--- src/rtl/meteor_pkg.sv ---
// Types and defaults shared by the meteor spawner and the per-meteor motion blocks.
package meteor_pkg;

    localparam int unsigned DEF_SCREEN_W  = 640;
    localparam int unsigned DEF_MIN_SPEED = 1;
    localparam int unsigned MAX_SLOT_W    = 4;

    typedef enum logic [1:0] {
        IDLE   = 2'd0,
        SAMPLE = 2'd1,
        OFFER  = 2'd2
    } spawner_state_t;

    typedef struct packed {
        logic [MAX_SLOT_W-1:0] slot;
        logic [9:0]            x;
        logic [3:0]            vx;
        logic [2:0]            vy;
    } spawn_rec_t;

    // A zero magnitude would leave a meteor parked, so it is bumped up.
    function automatic logic [2:0] clamp_speed(logic [2:0] mag, logic [2:0] min_speed);
        return (mag == 3'd0) ? min_speed : mag;
    endfunction

endpackage

--- src/rtl/meteor_spawner_if.sv ---
// Spawn record handshake between the spawner (master) and the meteor array (slave).
interface meteor_spawner_if #(
    parameter int unsigned NUM_METEORS = 8
);
    logic                           spawn_valid;
    logic                           spawn_ready;
    logic [$clog2(NUM_METEORS)-1:0] spawn_slot;
    logic [9:0]                     spawn_x;
    logic [3:0]                     spawn_vx;
    logic [2:0]                     spawn_vy;

    modport master (
        output spawn_valid, spawn_slot, spawn_x, spawn_vx, spawn_vy,
        input  spawn_ready
    );

    modport slave (
        input  spawn_valid, spawn_slot, spawn_x, spawn_vx, spawn_vy,
        output spawn_ready
    );
endinterface

--- src/rtl/lowest_free_slot.sv ---
// Combinational priority encoder: index of the lowest free meteor slot.
module lowest_free_slot #(
    parameter int unsigned NUM_METEORS = 8
) (
    input  logic [NUM_METEORS-1:0]         slot_free,
    output logic                           any_free,
    output logic [$clog2(NUM_METEORS)-1:0] slot_idx
);
    localparam int unsigned SLOT_W = $clog2(NUM_METEORS);

    assign any_free = |slot_free;

    // Scan downward so the lowest set bit is the last one written.
    always_comb begin
        slot_idx = '0;
        for (int i = NUM_METEORS - 1; i >= 0; i--) begin
            if (slot_free[i]) begin
                slot_idx = SLOT_W'(i);
            end
        end
    end
endmodule

--- src/rtl/meteor_spawner.sv ---
// Periodic meteor spawner: counts frames, shapes random values into a spawn record
// and offers it to the meteor array over a valid/ready handshake.
module meteor_spawner
    import meteor_pkg::*;
#(
    parameter int unsigned NUM_METEORS    = 8,
    parameter int unsigned SPAWN_INTERVAL = 60,
    parameter int unsigned SCREEN_W       = DEF_SCREEN_W,
    parameter int unsigned MIN_SPEED      = DEF_MIN_SPEED
) (
    input  logic                   Clk,
    input  logic                   Reset_n,
    input  logic                   frame_tick,
    input  logic                   spawn_enable,
    input  logic [9:0]             rand_pos,
    input  logic [2:0]             rand_x_speed,
    input  logic [2:0]             rand_y_speed,
    input  logic                   rand_sign,
    input  logic [NUM_METEORS-1:0] slot_free,
    meteor_spawner_if.master       spawn,
    output logic                   spawn_dropped,
    output logic [15:0]            spawn_count
);
    localparam int unsigned SLOT_W = $clog2(NUM_METEORS);
    localparam int unsigned CNT_W  = $clog2(SPAWN_INTERVAL + 1);
    localparam logic [CNT_W-1:0] LAST_FRAME = CNT_W'(SPAWN_INTERVAL - 1);

    spawner_state_t   state_q, state_d;
    logic [CNT_W-1:0] cnt_q, cnt_d;
    spawn_rec_t       rec_q, shaped;
    logic             dropped_q;
    logic [15:0]      count_q;
    logic             any_free;
    logic [SLOT_W-1:0] free_idx;
    logic [2:0]       mag_x, mag_y;

    lowest_free_slot #(
        .NUM_METEORS(NUM_METEORS)
    ) u_lowest_free_slot (
        .slot_free(slot_free),
        .any_free (any_free),
        .slot_idx (free_idx)
    );

    always_comb begin
        mag_x       = clamp_speed(rand_x_speed, 3'(MIN_SPEED));
        mag_y       = clamp_speed(rand_y_speed, 3'(MIN_SPEED));
        shaped.slot = MAX_SLOT_W'(free_idx);
        shaped.x    = ({1'b0, rand_pos} < 11'(SCREEN_W)) ? rand_pos : rand_pos - 10'(SCREEN_W);
        shaped.vx   = rand_sign ? 4'd0 - {1'b0, mag_x} : {1'b0, mag_x};
        shaped.vy   = mag_y;
    end

    // The frame counter only moves in IDLE; ticks seen while sampling or offering are lost.
    always_comb begin
        state_d = state_q;
        cnt_d   = cnt_q;
        unique case (state_q)
            IDLE: begin
                if (!spawn_enable) begin
                    cnt_d = '0;
                end else if (frame_tick) begin
                    if (cnt_q == LAST_FRAME) begin
                        cnt_d   = '0;
                        state_d = SAMPLE;
                    end else begin
                        cnt_d = cnt_q + 1'b1;
                    end
                end
            end
            SAMPLE:  state_d = any_free ? OFFER : IDLE;
            OFFER:   if (spawn.spawn_ready) state_d = IDLE;
            default: state_d = IDLE;
        endcase
    end

    always_ff @(posedge Clk) begin
        if (!Reset_n) begin
            state_q   <= IDLE;
            cnt_q     <= '0;
            rec_q     <= '0;
            dropped_q <= 1'b0;
            count_q   <= '0;
        end else begin
            state_q   <= state_d;
            cnt_q     <= cnt_d;
            dropped_q <= (state_q == SAMPLE) && !any_free;
            if ((state_q == SAMPLE) && any_free) begin
                rec_q <= shaped;
            end
            if ((state_q == OFFER) && spawn.spawn_ready) begin
                count_q <= count_q + 16'd1;
            end
        end
    end

    assign spawn.spawn_valid = (state_q == OFFER);
    assign spawn.spawn_slot  = SLOT_W'(rec_q.slot);
    assign spawn.spawn_x     = rec_q.x;
    assign spawn.spawn_vx    = rec_q.vx;
    assign spawn.spawn_vy    = rec_q.vy;
    assign spawn_dropped     = dropped_q;
    assign spawn_count       = count_q;
endmodule
--- src/flat_wrapper.sv ---
// flat-port wrapper written by rule: the top's interface ports become plain ports
module meteor_spawner_flat import meteor_pkg::*;
#(
    parameter int unsigned NUM_METEORS    = 8,
    parameter int unsigned SPAWN_INTERVAL = 60,
    parameter int unsigned SCREEN_W       = DEF_SCREEN_W,
    parameter int unsigned MIN_SPEED      = DEF_MIN_SPEED
)
  (Clk, Reset_n, frame_tick, spawn_enable, rand_pos, rand_x_speed, rand_y_speed, rand_sign, slot_free, spawn_dropped, spawn_count, spawn_spawn_valid, spawn_spawn_slot, spawn_spawn_x, spawn_spawn_vx, spawn_spawn_vy, spawn_spawn_ready);
  meteor_spawner_if #(.NUM_METEORS(NUM_METEORS)) spawn_i ();
  input  logic Clk;
  input  logic Reset_n;
  input  logic frame_tick;
  input  logic spawn_enable;
  input  logic [9:0] rand_pos;
  input  logic [2:0] rand_x_speed;
  input  logic [2:0] rand_y_speed;
  input  logic rand_sign;
  input  logic [NUM_METEORS-1:0] slot_free;
  output logic spawn_dropped;
  output logic [15:0] spawn_count;
  output wire logic [$bits(spawn_i.spawn_valid)-1:0] spawn_spawn_valid;
  output wire logic [$bits(spawn_i.spawn_slot)-1:0] spawn_spawn_slot;
  output wire logic [$bits(spawn_i.spawn_x)-1:0] spawn_spawn_x;
  output wire logic [$bits(spawn_i.spawn_vx)-1:0] spawn_spawn_vx;
  output wire logic [$bits(spawn_i.spawn_vy)-1:0] spawn_spawn_vy;
  input wire logic [$bits(spawn_i.spawn_ready)-1:0] spawn_spawn_ready;
  assign spawn_spawn_valid = spawn_i.spawn_valid;
  assign spawn_spawn_slot = spawn_i.spawn_slot;
  assign spawn_spawn_x = spawn_i.spawn_x;
  assign spawn_spawn_vx = spawn_i.spawn_vx;
  assign spawn_spawn_vy = spawn_i.spawn_vy;
  assign spawn_i.spawn_ready = spawn_spawn_ready;
  meteor_spawner #(.NUM_METEORS(NUM_METEORS), .SPAWN_INTERVAL(SPAWN_INTERVAL), .SCREEN_W(SCREEN_W), .MIN_SPEED(MIN_SPEED)) u_core (.Clk(Clk), .Reset_n(Reset_n), .frame_tick(frame_tick), .spawn_enable(spawn_enable), .rand_pos(rand_pos), .rand_x_speed(rand_x_speed), .rand_y_speed(rand_y_speed), .rand_sign(rand_sign), .slot_free(slot_free), .spawn(spawn_i), .spawn_dropped(spawn_dropped), .spawn_count(spawn_count));
endmodule
--- config.mk ---
export PLATFORM = sky130hd
export DESIGN_NAME = meteor_spawner_flat
export DESIGN_NICKNAME = d
export VERILOG_FILES = /design/src/rtl/meteor_pkg.sv /design/src/rtl/meteor_spawner_if.sv /design/src/rtl/lowest_free_slot.sv /design/src/rtl/meteor_spawner.sv /design/src/flat_wrapper.sv
export SDC_FILE = /design/constraint.sdc
export NUM_CORES = 1
export LEC_CHECK = 0
export ABC_AREA = 1
export CAP_MARGIN = 5
export CORE_MARGIN = 2
export CORE_UTILIZATION = 49
export DETAILED_ROUTE_END_ITERATION = 10
export PLACE_DENSITY = 0.81
export SLEW_MARGIN = 20
export SYNTH_ARGS = -nofsm -noshare
export SYNTH_HDL_FRONTEND = slang
export SYNTH_SLANG_ARGS = --single-unit
--- constraint.sdc ---
create_clock -name Clk -period 2.15 [get_ports Clk]
set_clock_uncertainty 0.15 [all_clocks]
set_input_delay 0.5375 -clock Clk [delete_from_list [all_inputs] [get_ports Clk]]
set_output_delay 0.5375 -clock Clk [all_outputs]
set_load 0.03 [all_outputs]
==> results of run 1 <==
worst min-delay path: cells and delay by family (launching register included):
family / cells / cell delay, ps
DFF: 1 / 310
and+or+nand+nor: 1 / 60
AOI/OAI and AO/OA: 1 / 50
worst min-delay path by stage:
stage                                   from                       end  slack [ps]  cells after the start
floorplan                    u_core.cnt_q[5]           u_core.cnt_q[5]         300                      2
global placement    u_core.spawn.spawn_vx[3]  u_core.spawn.spawn_vx[3]         300                      2
CTS                  u_core.spawn.spawn_x[2]   u_core.spawn.spawn_x[2]         320                      2
detailed placement   u_core.spawn.spawn_x[0]   u_core.spawn.spawn_x[0]         310                      2
finish               u_core.spawn.spawn_x[2]   u_core.spawn.spawn_x[2]         310                      2
global route         u_core.spawn.spawn_x[5]   u_core.spawn.spawn_x[5]         330                      2
cells by family (layout without fill, tap and decap cells):
| logic type | count (synthesis) | in the layout |
|---|---|---|
| buffers and inverters | 47 | 121 |
| AOI/OAI and AO/OA | 47 | 47 |
| xor gates and xnor gates | 7 | 7 |
| adders and majority gates | 4 | 4 |
| and+or+nand+nor | 154 | 154 |
| DFF | 45 | 45 |
placed cells by master, fill, tap and decap left out, types with 2 or more instances in the layout:
cell             count
a21oi_1             24
buf_4                6
clkbuf_8             5
clkdlybuf4s50_1     65
clkinv_2             2
dfxtp_1             45
ha_1                 4
inv_1               38
inv_2                2
nand2_1             70
nand2_2              3
nand3_1             10
nand4_1              3
nor2_1              48
nor2_4               3
nor3_1               9
o21ai_0             19
xnor2_1              2
xor2_1               5
report_power, final:
group | switching [mW] | total (mW) | internal [mW] | leakage (nW)
Combinational | 0.0556 | 0.124 | 0.0689 | 0.835
Sequential | 0.00174 | 0.836 | 0.835 | 0.362
Clock | 0.280 | 0.505 | 0.225 | 0.0450
Total | 0.337 | 1.47 | 1.13 | 1.24
repair_timing:
action / in CTS / in global routing
endpoints found under the setup margin: 1 / 1
resized for setup: 1 / 1
buffers inserted: 0 / 0
hold buffers: 0 / 0
registers in the layout (all words and copies together), names as in the netlist:
register and count:
u_core.state_q 2, u_core.spawn.spawn_vy 3, u_core.spawn.spawn_x 10, u_core.spawn.spawn_slot 3, u_core.spawn_count 16, u_core.spawn.spawn_vx 4
u_core.cnt_q 6, u_core.spawn_dropped 1
final cells by class:
class,instances,area [µm²]
timing repair buffer,73,716.9
inverter,40,150.1
multi-input combinational,212,1039
clock inverter,2,10.01
sequential,45,900.9
clock buffer,6,72.57
fill,377,1310
tap,52,65.06
per-layer routing:
layer | vias to the layer above | wire length (µm) | GRT usage
li1 | 1102 | - | -
met1 | 962 | 2002 | 0.2348
met2 | 46 | 2399 | 0.3767
met3 | 6 | 234 | 0.05916
met4 | 0 | 59 | 0.06624
met5 | - | 0 | 0
==> impl_metrics.py, run 1 <==
metrics = {
    "timing": {
        "drv_slew": 0,
        "hold_slack_ps": 312.0,
        "fmax_mhz": 479.9,
        "fin_tns_setup_ps": 0,
        "rsz0062_at_grt": "no",
        "layout_setup_ws_ps": 66.31,
        "slew_headroom": 0.6776,
        "worst_pin_slew_ps": 483.1,
        "post-route-min-period_ps": 2084,
        "fin_crit_sh": 0.9692,
        "finalHoldViolCount": 0,
        "setup_viol": 0,
    },
    "placement": {
        "portBuffers": 67,
        "dp.cells": 422,
        "dpl_worst_slack_ps": -21.78,
        "gp_congestion": 0.8794,
        "hpwl_um": 3605,
        "post_dp_cell_area_um2": 2870,
    },
    "setup_path": {
        "slowest_stage": "clkdlybuf4s50_1",
        "timing.rr.start": "u_core.state_q[0]",
        "end_kind": "output pin",
        "path_buf_inv": 1,
        "worst-r2r-cell-count": 7,
        "cp_top_family": "buffers and inverters",
        "crit_required_ps": 1460,
        "crit_type": "reg2out",
        "r2r_setup_slack_ps": 550,
        "crit_path_start": "u_core.spawn_count[3]",
        "cp-start-kind": "flip-flop",
        "crit_chain": "clkdlybuf4s50_1",
        "worstSetupEndpoint": "spawn_count[3]",
        "worstPathArrival_ps": 1400,
        "critPathMaxStageDelay_ps": 700,
        "rr_endpoint": "u_core.spawn.spawn_x[3]",
        "path_depth": 1,
        "path_max_fanout": 5,
    },
    "clock_tree": {
        "cts_buffer_depth": 2,
        "cts.sinks": 45,
        "h-tree-depth": 2,
        "numCtsBuffers": 5,
        "clock_latency_ps": 300,
        "ctsRootBufferMaster": "clkbuf_8",
        "path_clk_slew_ps": 80,
        "cts_tree": "built",
    },
    "logic_synthesis": {
        "async_reset_ff_frac": 0,
        "synth-compound-area-share": 0.1149,
        "synth_area_leader_cell": "dfxtp_1",
        "synth_edf_count": 0,
        "synthSimpleGateAreaFrac": 0.3195,
        "postSynthAreaPerCell_um2": 7.022,
        "yosys_most_used_dff": "dfxtp_1",
        "yosysMostFrequentCell": "nand2_1",
        "synth_seq_area_share": 0.4220,
        "synth_mux_area_frac": 0,
        "netlist_instances": 304,
        "synth_top_family_by_area": "simple AND/OR/NAND/NOR gates",
        "synthTopCellsByArea": "dfxtp_1, nand2_1, nor2_1",
        "ys_ff_latch": 45,
        "synth.distinct_cells": 31,
        "netlist_top_cells_count": "nand2_1, nor2_1, dfxtp_1",
        "ys_warn_count": 0,
        "syn_nets": 338,
        "synthXorXnorAreaFrac": 0.02872,
        "synth_top_area_share": 0.4220,
        "synth_area_um2": 2135,
        "synthAdderAreaFrac": 0.02345,
    },
    "routing": {
        "wire_per_inst_um": 10.92,
        "first_iter_violations": 84,
        "antenna_left": 0,
        "wirelength_um": 4695,
        "first_pass_iters": 4,
        "drc_errors": 0,
        "vias": 2116,
        "via_per_inst": 4.921,
    },
    "pwr": {
        "power_density_nw_per_um2": 496.2,
        "finalPower_mw": 1.466,
        "ir_drop_mv": 0.3349,
        "p_leak_nw": 1.242,
    },
    "grt": {
        "grt_pass1_wl_um": 8355,
        "grt_pass1_vias": 2022,
        "grt_usage": 0.2082,
        "grt_max_degree": 21,
        "grt-ovfl-total": 0,
        "grt_antenna_before_repair": 0,
    },
    "finish": {
        "nets": 411,
        "diodes": 0,
        "final_area_um2": 2954,
        "finalNonFillerCells": 430,
        "drive_above_1_share": 0.06614,
        "area_growth_pct": 38.39,
        "final_core_util": 0.6928,
    },
    "die": {
        "die_h_um": 70,
        "core-area_um2": 4264,
        "start_util": 0.5006,
        "ios": 68,
        "die-area_um2": 4900,
        "rows": 24,
        "die_x_um": 70,
    },
    "outcome": {
        "status": "completed",
    },
    "min_path": {
        "hp-class": "reg2reg",
    },
    "run": {
        "maxCapViolCount": 0,
    },
}
Power figures use the tool's default switching activity.
==> run 2, diff against run 1 <==
--- a/config.mk
+++ b/config.mk
@@ -8,9 +8,10 @@
 export ABC_AREA = 1
 export CAP_MARGIN = 5
 export CORE_MARGIN = 2
-export CORE_UTILIZATION = 49
+export CORE_UTILIZATION = 50
 export DETAILED_ROUTE_END_ITERATION = 10
-export PLACE_DENSITY = 0.81
+export DONT_BUFFER_PORTS = 1
+export PLACE_DENSITY_LB_ADDON = 0.15
 export SLEW_MARGIN = 20
 export SYNTH_ARGS = -nofsm -noshare
 export SYNTH_HDL_FRONTEND = slang
==> run 2 against run 1 <==
Compared with the run above: final area is 22% lower; via count is 15% lower; sequential share of layout area is 8.7 points higher; total power is 4.3% lower; global-route usage is 2.9 points lower; worst hold slack worse by 110 ps; sequential power hardly changed; die area is 1.9% lower; critical path type unchanged; highest routed layer unchanged.
==> impl_metrics.py, run 2 (synthesis gave the netlist of run 1 again) <==
metrics = {
    "clock_tree": {
        "cts_buffer_depth": 2,
        "cts_resized": 0,
        "cts.sinks": 45,
        "h-tree-depth": 2,
        "clock_latency_ps": 300,
        "ctsRootBufferMaster": "clkbuf_8",
        "cts_tree": "built",
        "cts_hold_buffers": 0,
        "path_clk_slew_ps": 90,
        "numCtsBuffers": 5,
        "post_cts_buffers": 0,
    },
    "placement": {
        "dpl_worst_slack_ps": 417.0,
        "portBuffers": 0,
        "hpwl_um": 3022,
        "gp_congestion": 0.8356,
    },
    "setup_path": {
        "path_max_fanout": 4,
        "end_kind": "output pin",
        "crit_required_ps": 1460,
        "crit_chain": "inv_1 > nor2_1 > buf_4",
        "cp_top_family": "flip-flops",
        "path_buf_inv": 2,
        "worstPathArrival_ps": 1110,
        "critPathMaxStageDelay_ps": 460,
        "cp-start-kind": "flip-flop",
        "crit_type": "reg2out",
        "slowest_stage": "dfxtp_1",
    },
    "finish": {
        "mostFrequentLayoutCell": "nand2_1",
        "largest_reg_flops": 16,
        "diodes": 0,
        "nets": 346,
        "final_cell_mix": "nand2_1, nor2_1, dfxtp_1",
        "drive_above_1_share": 0.08946,
        "area_growth_pct": 7.679,
    },
    "routing": {
        "wirelength_um": 4182,
        "via_per_inst": 4.934,
        "drc_errors": 0,
        "wire_per_inst_um": 11.52,
        "first_pass_iters": 4,
        "first_iter_violations": 53,
        "vias": 1791,
        "antenna_left": 0,
    },
    "pwr": {
        "p_seq_frac": 0.596,
        "p_int_mw": 1.079,
        "p_clk_frac": 0.365,
        "p_sw_frac": 0.2307,
        "power_frac_comb": 0.039,
        "power_density_nw_per_um2": 610.4,
        "ir_drop_mv": 0.3035,
        "p_leak_nw": 0.9876,
        "p_switching_mw": 0.3236,
    },
    "min_path": {
        "hp-class": "in2reg",
    },
    "grt": {
        "grt_antenna_before_repair": 0,
        "grt_pass1_wl_um": 7079,
        "grt_usage": 0.1796,
        "grt_pass1_vias": 1629,
        "grt-ovfl-total": 0,
        "grt_max_degree": 22,
    },
    "timing": {
        "post-route-min-period_ps": 1799,
        "drv_slew": 0,
        "rsz0062_at_grt": "no",
        "finalHoldViolCount": 0,
        "fmax_mhz": 556.0,
        "fin_tns_setup_ps": 0,
        "layout_setup_ws_ps": 351.4,
        "fin_crit_sh": 0.8366,
        "slew_headroom": 0.6675,
        "worst_pin_slew_ps": 498.2,
        "setup_viol": 0,
    },
    "outcome": {
        "status": "completed",
    },
    "run": {
        "maxCapViolCount": 0,
    },
    "die": {
        "core-area_um2": 4058,
        "die-area_um2": 4808,
        "rows": 23,
        "die_x_um": 69.34,
        "die_h_um": 69.34,
        "start_util": 0.5261,
        "ios": 68,
    },
}
-- run 2: worst paths after layout --
path                    startpoint                     end  slack, ps  depth (start not counted)
max              u_core.state_q[1]       spawn_spawn_valid        350                          3
min                        Reset_n  u_core.spawn_count[13]        200                          2
max reg2reg  u_core.spawn_count[2]   u_core.spawn_count[9]        540                          5
min reg2reg        u_core.cnt_q[1]         u_core.cnt_q[1]        340                          2
-- run 2: metal layers --
layer  GRT usage  part of all wire  wire length, µm  vias up
met5           0                 0                0        -
met4     0.07190             0.013               53        0
met3     0.05378             0.068              286        5
met2      0.2906              0.47             1971       46
met1      0.2235              0.45             1871      769
li1            -                 -                -      971
-- run 2: power groups by stage --
stage	clock network, mW	logic, mW	registers (mW)
3_5_place_dp	0	0.0553	0.856
4_1_cts	0.531	0.0555	0.836
5_1_grt	0.567	0.0654	0.837
2_1_floorplan	0	0.0502	0.856
3_3_place_gp	0	0.0544	0.856
6_report	0.512	0.0549	0.836
-- run 2: cell type report --
class	instances	area, µm²
Inverter	40	150.1
Timing Repair Buffer	8	60.06
Fill cell	404	1759
Multi-Input combinational cell	212	1039
Clock inverter	3	17.52
Clock buffer	5	68.82
Sequential cell	45	900.9
Tap cell	50	62.56
-- run 2: metrics by stage --
stage | hold slack (ps) | cells | instance area [µm²] | power [mW] | util
2_1_floorplan | 301.6 | 304 | 2135 | 0.9058 | -
3_3_place_gp | 316.8 | 355 | 2212 | 0.9105 | 0.5452
3_5_place_dp | 332.4 | 355 | 2212 | 0.9113 | 0.5452
4_1_cts | 196.1 | 363 | 2298 | 1.423 | 0.5665
5_1_grt | 186.3 | 363 | 2298 | 1.469 | 0.5665
6_report | 202.9 | 363 | 2298 | 1.403 | 0.5665
==> run 3, diff against run 2 <==
==> constraint.sdc (replaced) <==
create_clock -name Clk -period 1.5 [get_ports Clk]
set_clock_uncertainty 0.15 [all_clocks]
set_input_delay 0.375 -clock Clk [delete_from_list [all_inputs] [get_ports Clk]]
set_output_delay 0.375 -clock Clk [all_outputs]
set_load 0.03 [all_outputs]
==> run 3 against run 2 <==
Compared with the run above: sequential share of layout area decreased by 2.4 points; largest cell class unchanged; critical endpoint unchanged; worst hold slack worse by 160 ps; register-to-register slack lost 460 ps; via count is 7.1% higher; die area unchanged.
==> impl_metrics.py, run 3 (synthesis gave the netlist of run 1 again) <==
metrics = {
    "clock_tree": {
        "cts_tree": "built",
        "path_clk_slew_ps": 80,
        "cts_buffer_depth": 2,
        "clock_latency_ps": 290,
        "ctsRootBufferMaster": "clkbuf_8",
        "numCtsBuffers": 5,
        "cts_hold_buffers": 0,
        "cts.sinks": 45,
        "h-tree-depth": 2,
    },
    "finish": {
        "fillers": 398,
        "final_cell_mix": "nand2_1, nor2_1, dfxtp_1",
        "mostFrequentLayoutCell": "nand2_1",
        "diodes": 0,
        "largest_reg_flops": 16,
        "drive_above_1_share": 0.1667,
        "finalNonFillerCells": 380,
        "seqCellArea_um2": 918.4,
        "area_growth_pct": 16.94,
        "multi_input_area_um2": 1084,
        "nets": 363,
        "final_core_util": 0.6152,
        "final_area_um2": 2496,
    },
    "timing": {
        "slew_headroom": 0.7510,
        "worst_pin_slew_ps": 373.1,
        "finalHoldViolCount": 0,
        "setup_viol": 0,
        "drv_slew": 0,
        "fin_crit_sh": 0.9894,
        "fmax_mhz": 673.8,
        "hold_slack_ps": 45.94,
        "rsz0062_at_grt": "yes",
        "fin_tns_setup_ps": 0,
        "post-route-min-period_ps": 1484,
    },
    "grt": {
        "grt_pass1_vias": 1753,
        "grt_max_degree": 22,
        "grt_antenna_before_repair": 0,
        "grt_usage": 0.1859,
        "grt_pass1_wl_um": 7452,
        "grt-ovfl-total": 0,
    },
    "min_path": {
        "worstHoldStart": "Reset_n",
        "hp-class": "in2reg",
    },
    "placement": {
        "dp.cells": 369,
        "portBuffers": 0,
        "gp_congestion": 0.8858,
        "post_dp_cell_area_um2": 2323,
        "hpwl_um": 3201,
    },
    "die": {
        "ios": 68,
        "start_util": 0.5261,
        "die-area_um2": 4808,
        "rows": 23,
        "die_x_um": 69.34,
        "die_h_um": 69.34,
        "core-area_um2": 4058,
    },
    "routing": {
        "antenna_left": 0,
        "wirelength_um": 4357,
        "first_pass_iters": 5,
        "via_per_inst": 5.050,
        "first_iter_violations": 109,
        "drc_errors": 0,
        "vias": 1919,
        "wire_per_inst_um": 11.47,
    },
    "setup_path": {
        "crit_required_ps": 970,
        "crit_type": "reg2out",
        "end_kind": "output pin",
        "cp-start-kind": "flip-flop",
        "crit_path_start": "u_core.state_q[1]",
        "timing.rr.start": "u_core.spawn_count[1]",
        "worstPathArrival_ps": 960,
        "path_max_fanout": 4,
    },
    "pwr": {
        "power_density_nw_per_um2": 802.4,
        "p_leak_nw": 1.075,
        "ir_drop_mv": 0.6501,
    },
    "outcome": {
        "status": "completed",
    },
    "run": {
        "maxCapViolCount": 0,
    },
}
[run 3: per-stage QoR]
step,total power [mW],worst slack (ps)
global route,2.099,-55.08
global placement,1.308,-16.58
detailed placement,1.309,-45.67
CTS,2.025,-14.52
finish,2.003,15.84
floorplan,1.296,0.2143
[run 3: final timing paths]
check / endpoint / slack, ps / cells past startpoint
setup / recovery: spawn_spawn_valid / 20 / 3
hold / removal: u_core.spawn_count[13] / 50 / 2
setup reg to reg: u_core.spawn_count[14] / 80 / 9
hold reg to reg: u_core.cnt_q[5] / 340 / 2
[run 3: cell type report]
type,instances,share of cell area
clock buffer,7,0.03058
clock inverter,1,0.003008
inverter,40,0.06115
multi-input combinational,212,0.4341
sequential,45,0.3679
tap,50,0.02506
timing repair buffer,25,0.07820
[run 3: routing by layer]
metal | global-route usage | up-vias | routed length, µm
met5 | 0 | - | 0
met4 | 0.04575 | 0 | 47
met3 | 0.06686 | 7 | 326
met2 | 0.3184 | 59 | 2121
met1 | 0.2215 | 850 | 1860
li1 | - | 1003 | -
[run 3: where the power goes]
group / switching (mW) / internal [mW] / total (mW) / leakage [nW]
clock: 0.398 / 0.330 / 0.728 / 0.0385
sequential: 0.00254 / 1.19 / 1.19 / 0.367
combinational: 0.0514 / 0.0323 / 0.0837 / 0.670
[run 3: critical path: stages, from the launching register on]
cell and delay (ps):
dfxtp_4 380, inv_2 50, nor2_4 100, buf_6 140
[run 3: repair_timing]
item,CTS,global route
gates resized for setup,3,18
gates cloned,0,0
pin swaps,0,6
setup endpoints to repair,5,29
setup buffers,1,2
